$ cat src/rtl/calendar_pkg.sv
// Shared calendar constants and Gregorian helpers for the date counter.
package calendar_pkg;

    localparam logic [3:0] MONTH_MIN = 4'd1;
    localparam logic [3:0] MONTH_MAX = 4'd12;
    localparam logic [4:0] DAY_MIN   = 5'd1;

    function automatic logic is_leap(input logic [9:0] year);
        return ((year % 10'd4) == 10'd0) &&
               (((year % 10'd100) != 10'd0) || ((year % 10'd400) == 10'd0));
    endfunction

    // Out-of-range months report 31; callers validate the month separately.
    function automatic logic [4:0] days_in_month(input logic [3:0] month, input logic leap);
        logic [4:0] dim;
        case (month)
            4'd4, 4'd6, 4'd9, 4'd11: dim = 5'd30;
            4'd2:                    dim = leap ? 5'd29 : 5'd28;
            default:                 dim = 5'd31;
        endcase
        return dim;
    endfunction

endpackage

$ cat src/rtl/leap_year_detect.sv
// Combinational Gregorian leap-year flag for a 10-bit binary year.
module leap_year_detect
    import calendar_pkg::*;
(
    input  logic [9:0] year,
    output logic       leap
);

    assign leap = is_leap(year);

endmodule

$ cat src/rtl/calendar_date_counter.sv
// Day/month/year counter advanced by day_tick, with validated synchronous load
// and a one-cycle pulse on the YEAR_MAX -> 0 rollover.
module calendar_date_counter
    import calendar_pkg::*;
#(
    parameter int YEAR_MAX   = 999,
    parameter int RESET_YEAR = 0
) (
    input  logic       clk,
    input  logic       rst,
    input  logic       day_tick,
    input  logic       set_en,
    input  logic [9:0] set_year,
    input  logic [3:0] set_month,
    input  logic [4:0] set_day,
    output logic [9:0] year,
    output logic [3:0] month,
    output logic [4:0] day,
    output logic       leap,
    output logic       year_wrap,
    output logic       set_err
);

    localparam logic [9:0] YEAR_MAX_V   = 10'(YEAR_MAX);
    localparam logic [9:0] RESET_YEAR_V = 10'(RESET_YEAR);
    localparam logic       RESET_LEAP   = is_leap(RESET_YEAR_V);

    logic [9:0] year_reg, year_next;
    logic [3:0] month_reg, month_next;
    logic [4:0] day_reg, day_next;
    logic       leap_reg;
    logic       year_wrap_reg, year_wrap_next;
    logic       set_err_reg, set_err_next;

    logic [9:0] detect_year [2];
    logic [1:0] detect_leap;
    logic [4:0] dim_cur;
    logic       set_valid;

    // Detector 0 looks at the year about to be registered, so leap never lags year.
    assign detect_year[0] = year_next;
    assign detect_year[1] = set_year;

    generate
        for (genvar gi = 0; gi < 2; gi++) begin : g_leap
            leap_year_detect u_leap (
                .year (detect_year[gi]),
                .leap (detect_leap[gi])
            );
        end
    endgenerate

    assign dim_cur   = days_in_month(month_reg, leap_reg);
    assign set_valid = (set_year <= YEAR_MAX_V) &&
                       (set_month >= MONTH_MIN) && (set_month <= MONTH_MAX) &&
                       (set_day >= DAY_MIN) &&
                       (set_day <= days_in_month(set_month, detect_leap[1]));

    always_comb begin
        year_next      = year_reg;
        month_next     = month_reg;
        day_next       = day_reg;
        year_wrap_next = 1'b0;
        set_err_next   = 1'b0;
        // A load request swallows any coincident tick, accepted or not.
        if (set_en) begin
            if (set_valid) begin
                year_next  = set_year;
                month_next = set_month;
                day_next   = set_day;
            end else begin
                set_err_next = 1'b1;
            end
        end else if (day_tick) begin
            if (day_reg < dim_cur) begin
                day_next = day_reg + 5'd1;
            end else begin
                day_next = DAY_MIN;
                if (month_reg < MONTH_MAX) begin
                    month_next = month_reg + 4'd1;
                end else begin
                    month_next = MONTH_MIN;
                    if (year_reg < YEAR_MAX_V) begin
                        year_next = year_reg + 10'd1;
                    end else begin
                        year_next      = 10'd0;
                        year_wrap_next = 1'b1;
                    end
                end
            end
        end
    end

    always_ff @(posedge clk or posedge rst) begin
        if (rst) begin
            year_reg      <= RESET_YEAR_V;
            month_reg     <= MONTH_MIN;
            day_reg       <= DAY_MIN;
            leap_reg      <= RESET_LEAP;
            year_wrap_reg <= 1'b0;
            set_err_reg   <= 1'b0;
        end else begin
            year_reg      <= year_next;
            month_reg     <= month_next;
            day_reg       <= day_next;
            leap_reg      <= detect_leap[0];
            year_wrap_reg <= year_wrap_next;
            set_err_reg   <= set_err_next;
        end
    end

    assign year      = year_reg;
    assign month     = month_reg;
    assign day       = day_reg;
    assign leap      = leap_reg;
    assign year_wrap = year_wrap_reg;
    assign set_err   = set_err_reg;

endmodule

$ cat config.mk
export PLATFORM = sky130hd
export DESIGN_NAME = calendar_date_counter
export DESIGN_NICKNAME = d
export VERILOG_FILES = /design/src/rtl/calendar_pkg.sv /design/src/rtl/leap_year_detect.sv /design/src/rtl/calendar_date_counter.sv
export SDC_FILE = /design/constraint.sdc
export NUM_CORES = 1
export LEC_CHECK = 0
export CAP_MARGIN = 25
export CORE_UTILIZATION = 55
export DETAILED_ROUTE_END_ITERATION = 8
export PLACE_DENSITY_LB_ADDON = 0.25
export SYNTH_ARGS = -nofsm -noshare
export SYNTH_HDL_FRONTEND = slang
export SYNTH_SLANG_ARGS = --single-unit
$ cat constraint.sdc
create_clock -name clk -period 6.3 [get_ports clk]
set_input_delay 1.575 -clock clk [delete_from_list [all_inputs] [get_ports clk]]
set_output_delay 1.575 -clock clk [all_outputs]
set_load 0.01 [all_outputs]
==> summary.txt <==
Worst setup path
  – Classification of the worst setup path: input port to flop
  – Critical path capture point type: flop
  – Data required time at the worst endpoint: 6490 ps
  – Most frequent cell on the critical path: sky130_fd_sc_hd__buf_4
  – Worst stage delay on the critical path: 340 ps
  – Launching element type of the critical path: input port
  – CP max-delay cell: sky130_fd_sc_hd__a211oi_1
  – Biggest fanout along the worst timing path: 8
  – Critical path arrival: 6920 ps

Clock network
  – Clock Pin Slew Worst Setup and Hold Paths: 100 ps
  – Deepest level of the CTS H-tree: 1
  – TritonCTS clock tree: done
  – Number of clock sinks: 22
  – Count of hold buffers inserted by post-cts repair: 0
  – Number of buffers created by CTS: 3
  – Clock root buffer: sky130_fd_sc_hd__clkbuf_8
  – Maximum buffer depth of the clock tree: 2
  – Clock latency reported for the late side of the worst-skew pair: 280 ps

GRT
  – Total grt overflow: 0
  – Via count of the first global-routing pass: 3304
  – Antenna violations before repair: 0
  – Largest net degree at the start of global routing: 26
  – Wire length of the first global-routing pass: 15800 microns
  – Total routing usage reported by global routing: 36.6%

Power
  – Leak Pwr: 1.73 nW
  – Fraction of power consumed by combinational cells: 60.6%
  – Clock power share: 14.7%
  – Internal portion of total power: 538 uW
  – Net load switching power: 404 uW
  – Switching share of power: 42.9%
  – Worst ir drop on vdd: 0.200 mV
  – Relative contribution of sequential cells to total power: 24.7%
  – Post-route total power: 942 uW
  – PwrDens: 218 nW/um^2

Synth
  – Warning count from the yosys run: 0
  – Number of enable-type register cells in the synthesized netlist: 0
  – Post-Syn Area per Cell: 7.90 sq um
  – Post-synth design cell area: 2940 sq um
  – Yosys top cell by area: sky130_fd_sc_hd__dfrtp_1
  – Top cell type's share of synthesized area: 16.2%
  – Async S/R FF share, synth: 100%
  – Dominant cells by area after synthesis: sky130_fd_sc_hd__dfrtp_1, sky130_fd_sc_hd__o21ai_0, sky130_fd_sc_hd__a21oi_1
  – Syn Inst Count: 372
  – Flops & latches, synth: 22
  – Syn_nets: 404
  – Register area share after synthesis: 18.9%
  – Netlist cell types: 94
  – Post-synth top flop: sky130_fd_sc_hd__dfrtp_1

Placement
  – Total placed cells including tap cells: 541
  – Number of port buffers: 44
  – Standard cell area after detailed placement: 3960 sq um
  – Gpl congestion: 1.01
  – Post-DP HPWL: 7310 microns

Drt
  – Routed length per placed instance: 19.1 microns
  – DRC Markers: 0
  – Overall routed net length: 10600 microns
  – Mean number of vias per cell: 6.73
  – Remaining antenna violation count after routing: 0
  – Length of the first detailed-routing pass in iterations: 7
  – DR vias: 3754
  – Starting DRC count in detailed routing: 380

Hold path
  – Path class of the lowest-slack min-delay path: flop to flop

Timing
  – RSZ-0062 raised after global routing: true
  – Post-route fraction of the period consumed by the critical path: 107%
  – Relative max-transition margin: 38.4%
  – Number of hold violations in the final report: 0
  – Final slew viol count: 0
  – Setup slack after layout: -432 ps
  – Final-report setup violation count: 1
  – Highest clock frequency the design can meet: 149 MHz
  – Least-Margin Pin Slew: 922 ps
  – Summed negative setup slack over all endpoints: -432 ps
  – Post-layout minimum cycle time: 6730 ps
  – Skew final: 11.2 ps

Cells and area
  – Area Overhead vs Synth: 46.7%
  – Antenna cells: 0
  – Nets: 521
  – Final non-filler cell total: 558
  – Final design instance area without fill: 4310 sq um
  – Flip-flop count of the largest register, all copies and words added: 10
  – Final core occ: 83.9%
  – Fraction of layout instances using a drive strength above 1: 32.6%

Die
  – Die Ht: 75.1 microns
  – Placeable Area: 5140 sq um
  – FP Rows: 26
  – Die span in x: 75.1 microns
  – Effective utilization at floorplan: 57.2%
  – Number of placed I/O pins: 45
  – Die Footprint: 5640 sq um

Flow run
  – Max-cap violations: 0

Run status
  – Violated checks: negative setup slack
  – Outcome: complete, but fails checks
==> metrics by stage <==
stage | worst slack [ps] | hold WS, ps
floorplan | -125 | 509
global placement | -773 | 516
detailed placement | -1010 | 524
CTS | -390 | 538
global route | -751 | 570
finish | -432 | 535
==> critical path: cells and delay by family <==
family | cells | cell delay, ps
fa+ha+maj | 1 | 270
simple gates | 4 | 480
compound gates | 16 | 3370
mux | 1 | 140
buf+inv | 8 | 1090
==> power by group through the flow <==
stage / registers, mW / logic (mW) / clock network (mW)
2_1_floorplan: 0.221 / 0.294 / 0
3_3_place_gp: 0.229 / 0.479 / 0
3_5_place_dp: 0.230 / 0.493 / 0
4_1_cts: 0.228 / 0.532 / 0.140
5_1_grt: 0.236 / 0.610 / 0.143
6_report: 0.233 / 0.570 / 0.139
==> final cells by class <==
| type | instances | area, sq um |
|---|---|---|
| inverters | 18 | 80.1 |
| multi-input cells | 313 | 2370 |
| clock inverters | 1 | 30.0 |
| fillers | 340 | 827 |
| repair buffers | 131 | 1150 |
| well taps | 70 | 87.6 |
| clock buffers | 3 | 41.3 |
| flip-flops and latches | 22 | 554 |
==> what timing repair did <==
| action | CTS | global route |
|---|---|---|
| resized for setup | 38 | 30 |
| pin swaps | 31 | 34 |
| setup buffers | 10 | 5 |
| setup endpoints to repair | 1 | 1 |
==> layout by cell type, fill, tap and decap left out, types with 8 or more instances in the layout <==
cell	count
sky130_fd_sc_hd__inv_1	13
sky130_fd_sc_hd__ha_1	8
sky130_fd_sc_hd__and3_1	9
sky130_fd_sc_hd__buf_4	81
sky130_fd_sc_hd__dfrtp_1	19
sky130_fd_sc_hd__nor3_1	8
sky130_fd_sc_hd__nor2_1	26
sky130_fd_sc_hd__a21oi_1	23
sky130_fd_sc_hd__nand2_1	31
sky130_fd_sc_hd__a31oi_1	8
sky130_fd_sc_hd__nand3_1	16
sky130_fd_sc_hd__o21ai_0	30
sky130_fd_sc_hd__clkdlybuf4s50_1	38
==> synth_stat cells (all sizes together) (4+ instances only) <==
library cell	count
buf	10
inv	18
nor2b	5
o21ai	38
mux2i	6
and4	4
nor3	13
nand2	31
o211ai	6
a31oi	9
ha	9
o31ai	4
nor2	29
dfrtp	19
o221ai	4
and3	9
nor4	7
a21oi	26
a21boi	4
clkbuf	9
nand3	16
nand2b	6
o311ai	4
a211oi	9
nand4	4
==> per-layer routing <==
metal,routed length [microns],global-route usage (%),share of wire [%]
met5,0,0,0
met1,4150,50.0,39
met3,1020,3.75,9.6
met2,5200,61.3,49
met4,272,11.1,2.6
==> cells by family (layout without fill, tap and decap cells) <==
kind of cell	count (synthesis)	in the layout	synth area share [%]
compound gates	149	149	38.7
flops	22	22	18.9
buf+inv	37	153	7.11
xor+xnor	5	5	1.49
simple gates	143	143	27.6
fa+ha+maj	9	9	3.83
mux	7	7	2.43
==> worst paths after layout <==
kind | from | to | slack [ps] | cells past startpoint
max | set_year[7] | leap$_DFF_PP1_ | -430 | 30
min | month[0]$_DFFE_PP1P_ | month[0]$_DFFE_PP1P_ | 530 | 2
max reg2reg | month[0]$_DFFE_PP1P_ | leap$_DFF_PP1_ | 1720 | 16
min reg2reg | month[0]$_DFFE_PP1P_ | month[0]$_DFFE_PP1P_ | 530 | 2
max in group asynchronous | rst | year[4]$_DFF_PP0_ | 3920 | 2
min in group asynchronous | rst | year_wrap$_DFF_PP0_ | 1800 | 2
(Power assumes the default switching activity.)
